File: src/rtl/tick_divider.sv
// tick_divider: programmable clock-enable generator with pulse/toggle output
// and a wrapping tick counter; all outputs are registered.
module tick_divider #(
    parameter int WIDTH       = 32,
    parameter int DEFAULT_DIV = 999_999,
    parameter int TCW         = 16
) (
    input  logic             clk,
    input  logic             rst_n,
    input  logic             en,
    input  logic             clr,
    input  logic             load,
    input  logic [WIDTH-1:0] div_in,
    input  logic             mode,
    output logic             tick,
    output logic             clk_out,
    output logic [WIDTH-1:0] div_cur,
    output logic [TCW-1:0]   tick_cnt
);
    logic [WIDTH-1:0] count;
    logic             term;

    assign term = count == div_cur;

    // Outside a terminal count, pulse mode forces clk_out low and toggle mode holds it.
    always_ff @(posedge clk) begin
        if (!rst_n) begin
            count    <= '0;
            div_cur  <= WIDTH'(DEFAULT_DIV);
            tick     <= 1'b0;
            clk_out  <= 1'b0;
            tick_cnt <= '0;
        end else if (clr) begin
            count    <= '0;
            tick     <= 1'b0;
            clk_out  <= 1'b0;
            tick_cnt <= '0;
        end else if (load) begin
            div_cur <= div_in;
            count   <= '0;
            tick    <= 1'b0;
            clk_out <= mode & clk_out;
        end else if (en) begin
            count    <= term ? '0 : count + 1'b1;
            tick     <= term;
            tick_cnt <= term ? tick_cnt + 1'b1 : tick_cnt;
            clk_out  <= term ? (mode ? ~clk_out : 1'b1) : (mode & clk_out);
        end else begin
            tick    <= 1'b0;
            clk_out <= mode & clk_out;
        end
    end
endmodule

File: config.mk
export PLATFORM = sky130hd
export DESIGN_NAME = tick_divider
export DESIGN_NICKNAME = d
export VERILOG_FILES = /design/src/rtl/tick_divider.sv
export SDC_FILE = /design/constraint.sdc
export NUM_CORES = 1
export LEC_CHECK = 0
export CAP_MARGIN = 20
export CORE_AREA = 2 2 140 74
export CTS_BUF_LIST = sky130_fd_sc_hd__clkbuf_4 sky130_fd_sc_hd__clkbuf_8
export DETAILED_ROUTE_END_ITERATION = 12
export DIE_AREA = 0 0 142 76
export PLACE_DENSITY = 0.83
export SLEW_MARGIN = 0
export SYNTH_ARGS = -nofsm -noshare
export SYNTH_HDL_FRONTEND = slang
export SYNTH_SLANG_ARGS = --single-unit
File: constraint.sdc
create_clock -name clk -period 6.1 [get_ports clk]
set_clock_uncertainty 0.15 [all_clocks]
set_input_delay 1.83 -clock clk [delete_from_list [all_inputs] [get_ports clk]]
set_output_delay 1.83 -clock clk [all_outputs]
set_load 0.02 [all_outputs]
==> metrics.txt <==
status complete, no violations; Syn Nets 528; Worst Tran Pin Value 903 ps; Final Hold Violating Endpoints 0; Setup Crit Path Kind in2reg; global-route wire length before repair 18.8 mm; Seq cells post-synth 82; asr flop ratio synth 0%; ANT nets after route 0; IO Port Bufs 87; Antenna Cells 0; placed cell area 5140 um2; Syn Std Cell Area 4210 um2; die height 76 um; critical path capture point type flop; Ports 88; vias in the first global route 3630; area delta synth->final 26.5%; Worst Setup Start Kind input pin; Initial DRC Count 361; met3 GRT Util 6.73%; Initial Util 43.3%; post-route cell area 5330 um2; reg-to-reg slack, setup 3240 ps; Max Fclk 242 MHz; routed vias/inst 5.56; die width 142 um; initial antenna violation count 0; count of cell types in the netlist 38; total clock sinks 82; largest fanout on the critical path 32; period utilization 67.6%; Vias 3851; CTS resizes 0; Clk Latency, worst-skew pair 380 ps; RSZ-0062 raised after global routing no; leakage 1.69 nW; Most Crowded Layer GR met1; maximum vdd drop 110 uV; H-tree Lvls 3; met2 GRT Util 31.4%; worst rel slew slack 39.8%; pwr dens 199 nW/um2; Worst Path Required 6200 ps; full die area 10800 um2; DRC violations left 0; total negative setup slack 0 ps; Period minus WS final 4130 ps; Post-synth EDFFs 0; Mapped Avg Cell Area 8.63 um2; CTS buffer count 9; worst path arrival time 4220 ps; TritonCTS clock tree built; largest net degree at the start of global routing 37; Longest Clk Path Bufs 2; sequential fraction of the synthesis area 39.0%; HPWL Detailed 8.58 mm; num rows 26; number of max-cap violations 0; Slew Viols, Final 0; Synth Instances 488; met1 usage 32.7%; min-delay worst type reg2reg; Layout Nets 602; clk slew on worst S/H paths 90 ps; layout cell share with drive strength beyond 1 7.41%; Post-CTS Hold Fix Bufs 0; first-pass detailed-route iteration total 5; count of final setup violators 0; GRT overflow 0; Post-CTS Setup Bufs 0; Post-synth top flop dfxtp_1; post-DR wirelength/cell 16.7 um; CTS Root Cell clkbuf_8; total track usage 22.2%; core area 9730 um2; total wire length 11.6 mm; GPL Wtd Cong 0.897; Synthesis Warnings 0
[Yosys cell counts (2+ instances only)]
cell type  count  share of area, %
nand3_1       25               3.0
and3_1         5              0.74
nor4_1        11               1.6
nor4_4         2               1.0
nor2_1         7              0.62
buf_2          4              0.48
nor4b_1        3              0.62
inv_1          5              0.45
mux2i_1       18               4.3
nor4_2        10               3.0
dfxtp_1       82                39
a21boi_0      20               3.6
ha_1           2              0.59
nand2b_1      19               2.8
and4_1         5               1.0
nand4_1       20               3.0
buf_6          3              0.80
nand2_1      100               8.9
nor2b_1        2              0.30
xor2_1        19               4.0
nand4b_1       3              0.62
xnor2_1       44               9.2
clkbuf_1      22               2.0
nor3_1        43               5.1
[logic make-up (layout without fill, tap and decap cells)]
group	count (synthesis)	in the layout	share of synthesized area [%]
buf+inv	35	114	4.16
compound gates	20	20	3.57
flops	82	82	39.0
xor+xnor	63	63	13.1
fa+ha+maj	2	2	0.594
simple gates	268	268	35.3
mux	18	18	4.28
[worst max-delay path, cell delays in order]
cell	delay, ps
clkdlybuf4s50_1	670
nand2_1	80
or4b_1	920
nor3_4	240
buf_4	350
nor3_1	110
[placed cells by master, fill, tap and decap left out, types with 19 or more instances in the layout]
master,count
xor2_1,19
dfxtp_1,82
nand4_1,20
nor3_1,43
nand2_1,100
nand3_1,25
nand2b_1,19
xnor2_1,44
a21boi_0,20
clkdlybuf4s50_1,87
[per-stage QoR]
stage | setup slack, ps | power, W | hold slack, ps | cells | utilization (%)
floorplan | 2520 | 0.000627 | 381 | 488 | -
global placement | 1640 | 0.000688 | 329 | 676 | 52.7
detailed placement | 1630 | 0.000692 | 336 | 677 | 52.8
CTS | 2020 | 0.00107 | 350 | 693 | 54.8
global route | 1860 | 0.00110 | 376 | 693 | 54.8
finish | 1970 | 0.00106 | 346 | 693 | 54.8
[worst paths after layout]
check / from / to / cells past startpoint
worst max-delay path: en / count[17]$_SDFFE_PP0P_ / 6
worst min-delay path: tick_cnt[9]$_SDFFE_PP0P_ / tick_cnt[9]$_SDFFE_PP0P_ / 2
worst max register to register: count[0]$_SDFFE_PP0P_ / count[17]$_SDFFE_PP0P_ / 6
worst min register to register: tick_cnt[9]$_SDFFE_PP0P_ / tick_cnt[9]$_SDFFE_PP0P_ / 2
[state kept, by name, indices dropped and copies added (netlist names)]
name / count
tick_cnt: 16
tick: 1
div_cur: 32
count: 32
clk_out: 1
[layout make-up]
class	instances	area, um2
clock buffers	10	138
inverters	5	18.8
flip-flops and latches	82	1640
clock inverters	6	50.0
repair buffers	93	923
well taps	126	158
fillers	842	4400
multi-input cells	371	2400
[power by group]
part / internal (W) / switching, W / leakage, nW
clock: 0.000164 / 0.000216 / 0.0948
combinational: 0.0000605 / 0.0000589 / 0.934
sequential: 0.000547 / 0.0000150 / 0.666
total: 0.000771 / 0.000290 / 1.69
[per-layer routing]
| metal | part of all wire (%) | wire (um) |
|---|---|---|
| met3 | 9.4 | 1090 |
| met1 | 48 | 5590 |
| met5 | 0 | 0 |
| met4 | 1.3 | 156 |
| met2 | 41 | 4740 |
Power figures use the tool's default switching activity.
